==> src/rtl/jogada_pkg.sv <==
// Shared constants, state encoding and choice acceptance rule for the
// four-player choice registry.
package jogada_pkg;

    localparam int N_PLAYERS = 4;

    typedef enum logic {
        COLLECT = 1'b0,
        DONE    = 1'b1
    } state_t;

    // Choice vectors up to 8 bits wide are zero-extended into selBits.
    function automatic logic choice_ok(input logic [7:0] selBits, input logic one_hot_chk);
        int ones;
        ones = 0;
        for (int k = 0; k < 8; k++) begin
            ones += int'(selBits[k]);
        end
        if (one_hot_chk) begin
            return (ones == 1);
        end
        return (ones != 0);
    endfunction

endpackage

==> src/rtl/sync_edge.sv <==
// Multi-stage synchronizer followed by a registered rising-edge detector.
// A level already high when reset is released produces no pulse until it is released.
module sync_edge #(
    parameter int SYNC_STAGES = 2
) (
    input  logic clk,
    input  logic rst_n,
    input  logic d,
    output logic pulse
);

    logic [SYNC_STAGES-1:0] syncQ;
    logic [SYNC_STAGES:0]   realQ;
    logic                   prevQ;

    // realQ[SYNC_STAGES] marks that prevQ holds a sampled value rather than
    // a reset fill, so only a release actually seen on d can arm an edge.
    always_ff @(posedge clk or negedge rst_n) begin
        if (!rst_n) begin
            syncQ <= '0;
            realQ <= '0;
            prevQ <= 1'b0;
            pulse <= 1'b0;
        end else begin
            syncQ <= {syncQ[SYNC_STAGES-2:0], d};
            realQ <= {realQ[SYNC_STAGES-1:0], 1'b1};
            prevQ <= syncQ[SYNC_STAGES-1];
            pulse <= syncQ[SYNC_STAGES-1] & ~prevQ & realQ[SYNC_STAGES];
        end
    end

endmodule

==> src/rtl/registo_jogadas.sv <==
// Collects one choice per player in turn and exposes all four together once
// the round is complete; choices stay hidden while the round is partial.
module registo_jogadas
    import jogada_pkg::*;
#(
    parameter int CHOICE_W    = 3,
    parameter int SYNC_STAGES = 2,
    parameter bit ONE_HOT_CHK = 1'b1
) (
    input  logic                clk,
    input  logic                rst_n,
    input  logic [CHOICE_W-1:0] sel,
    input  logic                confirm,
    input  logic                clear,
    output logic [CHOICE_W-1:0] J1,
    output logic [CHOICE_W-1:0] J2,
    output logic [CHOICE_W-1:0] J3,
    output logic [CHOICE_W-1:0] J4,
    output logic [1:0]          player_idx,
    output logic                all_valid,
    output logic                err_invalid,
    output logic                stateDbg
);

    // Handshake: a confirm press becomes a single-cycle confP; it is consumed
    // in that same cycle together with the raw sel value, no back-pressure.
    state_t              state;
    state_t              stateNext;
    logic [1:0]          idxQ;
    logic [1:0]          idxNext;
    logic                storeEn;
    logic                errNext;
    logic                errQ;
    logic                confP;
    logic                selOk;
    logic [CHOICE_W-1:0] choiceQ [N_PLAYERS];

    sync_edge #(
        .SYNC_STAGES(SYNC_STAGES)
    ) u_confirm_edge (
        .clk  (clk),
        .rst_n(rst_n),
        .d    (confirm),
        .pulse(confP)
    );

    assign selOk = choice_ok(8'(sel), ONE_HOT_CHK);

    always_ff @(posedge clk or negedge rst_n) begin
        if (!rst_n) begin
            state <= COLLECT;
            idxQ  <= '0;
            errQ  <= 1'b0;
        end else begin
            state <= stateNext;
            idxQ  <= idxNext;
            errQ  <= errNext;
        end
    end

    always_comb begin
        stateNext = state;
        idxNext   = idxQ;
        storeEn   = 1'b0;
        errNext   = 1'b0;
        // clear wins over a press arriving in the same cycle
        if (clear) begin
            stateNext = COLLECT;
            idxNext   = '0;
        end else if (state == COLLECT && confP) begin
            if (selOk) begin
                storeEn = 1'b1;
                if (idxQ == 2'(N_PLAYERS - 1)) begin
                    stateNext = DONE;
                end else begin
                    idxNext = idxQ + 2'd1;
                end
            end else begin
                errNext = 1'b1;
            end
        end
    end

    always_ff @(posedge clk or negedge rst_n) begin
        if (!rst_n) begin
            for (int p = 0; p < N_PLAYERS; p++) begin
                choiceQ[p] <= '0;
            end
        end else if (clear) begin
            for (int p = 0; p < N_PLAYERS; p++) begin
                choiceQ[p] <= '0;
            end
        end else if (storeEn) begin
            choiceQ[idxQ] <= sel;
        end
    end

    assign all_valid   = (state == DONE);
    assign player_idx  = idxQ;
    assign err_invalid = errQ;
    assign stateDbg    = state;

    assign J1 = all_valid ? choiceQ[0] : '0;
    assign J2 = all_valid ? choiceQ[1] : '0;
    assign J3 = all_valid ? choiceQ[2] : '0;
    assign J4 = all_valid ? choiceQ[3] : '0;

endmodule
==> config.mk <==
export PLATFORM = sky130hd
export DESIGN_NAME = registo_jogadas
export DESIGN_NICKNAME = d
export VERILOG_FILES = /design/src/rtl/jogada_pkg.sv /design/src/rtl/sync_edge.sv /design/src/rtl/registo_jogadas.sv
export SDC_FILE = /design/constraint.sdc
export NUM_CORES = 1
export LEC_CHECK = 0
export ABC_AREA = 0
export CELL_PAD_IN_SITES_DETAIL_PLACEMENT = 1
export CELL_PAD_IN_SITES_GLOBAL_PLACEMENT = 2
export CORE_MARGIN = 2
export CORE_UTILIZATION = 30
export DETAILED_ROUTE_END_ITERATION = 16
export PLACE_DENSITY = 0.75
export REMOVE_ABC_BUFFERS = 1
export SLEW_MARGIN = 15
export SYNTH_ARGS = -nofsm -noshare
export SYNTH_HDL_FRONTEND = slang
export SYNTH_SLANG_ARGS = --single-unit
==> constraint.sdc <==
create_clock -name clk -period 1.7 [get_ports clk]
set_input_delay 0.425 -clock clk [delete_from_list [all_inputs] [get_ports clk]]
set_output_delay 0.425 -clock clk [all_outputs]
set_load 0.02 [all_outputs]
==> reports/metrics.cfg <==
[route]
drc = 0
antenna_left = 0
wl_um = 2350
post_drt_wl_per_cell_um = 13.9
drt_pass1_iterations = 3
viasPerCell = 4.35
vias = 735
drt_iter0_drc = 5

[synth]
netlist_top_cells_count = 23 x dfrtp_1, 15 x nand2b_1, 12 x mux2i_1, 9 x and2_1
yosysUniqueCellTypes = 23
syn_avg_cell_area_um2 = 11.9
seq_area_frac_synth = 0.525
synth_warnings = 0
synth.area.top_cells = dfrtp_1 53%, mux2i_1 11%, nand2b_1 8.6%
synth_ff_type = dfrtp_1
synth_area_um2 = 1100
async_flop_share = 1.00
synth_edf_count = 0
synth_area_leader_cell = dfrtp_1
postSynthCellCount = 92
synth_top_area_frac = 0.525
synth_most_common_cell = dfrtp_1
ys_ff_latch = 23

[layout]
diodes = 0
area_growth_pct = 28.2
fin_util = 0.411
nets = 136
layout-drive-gt1-share = 0.293

[grt]
grt_pass1_wl_um = 4130
grt_pass1_vias = 838
antenna_found_initial = 0
grtUsageTotal = 0.130
grt_max_degree = 24
gr-total-overflow = 0

[timing]
skew_ps = 2.08
fin_crit_sh = 0.978
timing.setup.tns_ps = 0
finalCriticalPeriod_ps = 1660
whs_ps = 376
finalMaxSlewViolations = 0
rsz0062_at_grt = yes
final_hold_viol_count = 0
setup_viol = 0
max_freq_mhz = 601

[die]
io_pins = 24
dieArea_um2 = 4150
die_h_um = 64.4
die_w_um = 64.4
start_util = 0.321
row_count = 21
core_um2 = 3420

[setup_path]
reg2reg_slack_ps = 70
cp-end-kind = register
critPathRequiredTime_ps = 1900
startpoint = sel[0]
worstSetupStartpointType = input pin
cp_max_fo = 4
critPathCapture = player_idx[0]$_DFFE_PN0P_
cp_data_arrival_time_ps = 1870
path_class = input pin to register
r2r-start = all_valid$_DFFE_PN0P_
r2r_cells = 5
r2r-end = player_idx[0]$_DFFE_PN0P_

[clock_network]
cts-hold-fix-buffers = 0
clock_path_buffers = 2
cts_buffers = 3
tritoncts = yes
cts_max_level = 1
clk_latency_ps = 310
cts.sinks = 23
clockRootBuffer = clkbuf_4
clkTransAtPathRegs_ps = 130

[flow_run]
max_cap_violations = 0

[outcome]
status = finished, final reports clean

[min_path]
hold_depth = 0
hp-class = register to register

[power_and_ir_drop]
power_density_nw_per_um2 = 636
p_leak_uw = 0.000755
power_uw = 893
ir_worst_vdd_mv = 0.341

[placed_design]
hpwl_um = 1720
port_buffers = 23
globalplace.congestion = 0.681

worst min path at each step:
| stage | from | endpoint | slack, ps |
|---|---|---|---|
| floorplan | rst_n | all_valid$_DFFE_PN0P_ | 130 |
| global placement | u_confirm_edge.realQ[1]$_DFF_PN0_ | u_confirm_edge.realQ[2]$_DFF_PN0_ | 340 |
| detailed placement | u_confirm_edge.realQ[0]$_DFF_PN0_ | u_confirm_edge.realQ[1]$_DFF_PN0_ | 340 |
| CTS | u_confirm_edge.realQ[0]$_DFF_PN0_ | u_confirm_edge.realQ[1]$_DFF_PN0_ | 380 |
| global route | u_confirm_edge.realQ[0]$_DFF_PN0_ | u_confirm_edge.realQ[1]$_DFF_PN0_ | 390 |
| finish | u_confirm_edge.realQ[0]$_DFF_PN0_ | u_confirm_edge.realQ[1]$_DFF_PN0_ | 380 |
through the flow:
stage / setup slack, ps / std cells / cell area, µm²
2_1_floorplan: -104 / 87 / 1070
3_3_place_gp: -582 / 162 / 1410
3_5_place_dp: -661 / 162 / 1410
4_1_cts: 6.21 / 169 / 1400
5_1_grt: -3.39 / 169 / 1410
6_report: 36.9 / 169 / 1410
logic make-up after synthesis:
group,share of synthesized area
simple gates,0.242
fa+ha+maj,0.0639
mux,0.120
buf+inv,0.0343
flops,0.525
compound gates,0.0114
other cells,0.00342
worst max-delay path: stages:
cell             delay [ps]
clkdlybuf4s15_1         200
fa_1                    520
and4bb_4                260
nor2b_4                 150
mux2_4                  310
cell type report:
| cell class | instances | area [µm²] |
|---|---|---|
| Inverter | 2 | 7.51 |
| Tap cell | 46 | 57.6 |
| Multi-Input combinational cell | 62 | 493 |
| Clock buffer | 3 | 22.5 |
| Fill cell | 395 | 2010 |
| Sequential cell | 23 | 577 |
| Timing Repair Buffer | 32 | 243 |
| Clock inverter | 1 | 5.00 |
layout by cell type, fill, tap and decap left out, drive strengths merged:
master and n:
and2 13, clkdlybuf4s15 2, inv 2, buf 23
dlymetal6s2s 1, nand2b 15, o31ai 1, and4bb 1
dlygate4sd2 3, nor4b 1, clkbuf 3, mux2 1
a21oi 1, dfrtp 23, nor2 4, conb 1
clkinv 1, nand2 4, ha 4, mux2i 12
fa 1, nand4bb 1, clkdlybuf4s50 3, nor2b 2
power by group:
part | total (µW) | switching (µW) | internal [µW] | leakage (µW)
clock network | 254 | 166 | 87.8 | 0.0000177
logic | 77.2 | 39.1 | 38.1 | 0.000432
registers | 562 | 4.57 | 558 | 0.000305
timing repair:
item / 4_1_cts / 5_1_grt
gates resized for setup: 65 / 6
setup endpoints to repair: 31 / 6
pin swaps: 1 / 1
buffers inserted: 3 / 0
registers in the layout, indices dropped and copies added (netlist names):
signal / count
player_idx: 2
all_valid: 1
err_invalid: 1
u_confirm_edge.prevQ: 1
choiceQ: 12
u_confirm_edge.pulse: 1
u_confirm_edge.realQ: 3
u_confirm_edge.syncQ: 2
layer usage:
layer  track usage  vias to the layer above  part of all wire
met4        0.0426                        0            0.0060
li1              -                      354                 -
met5             0                        -                 0
met2         0.228                       17              0.50
met3        0.0278                        2             0.050
met1         0.160                      362              0.45
Power figures use the tool's default switching activity.
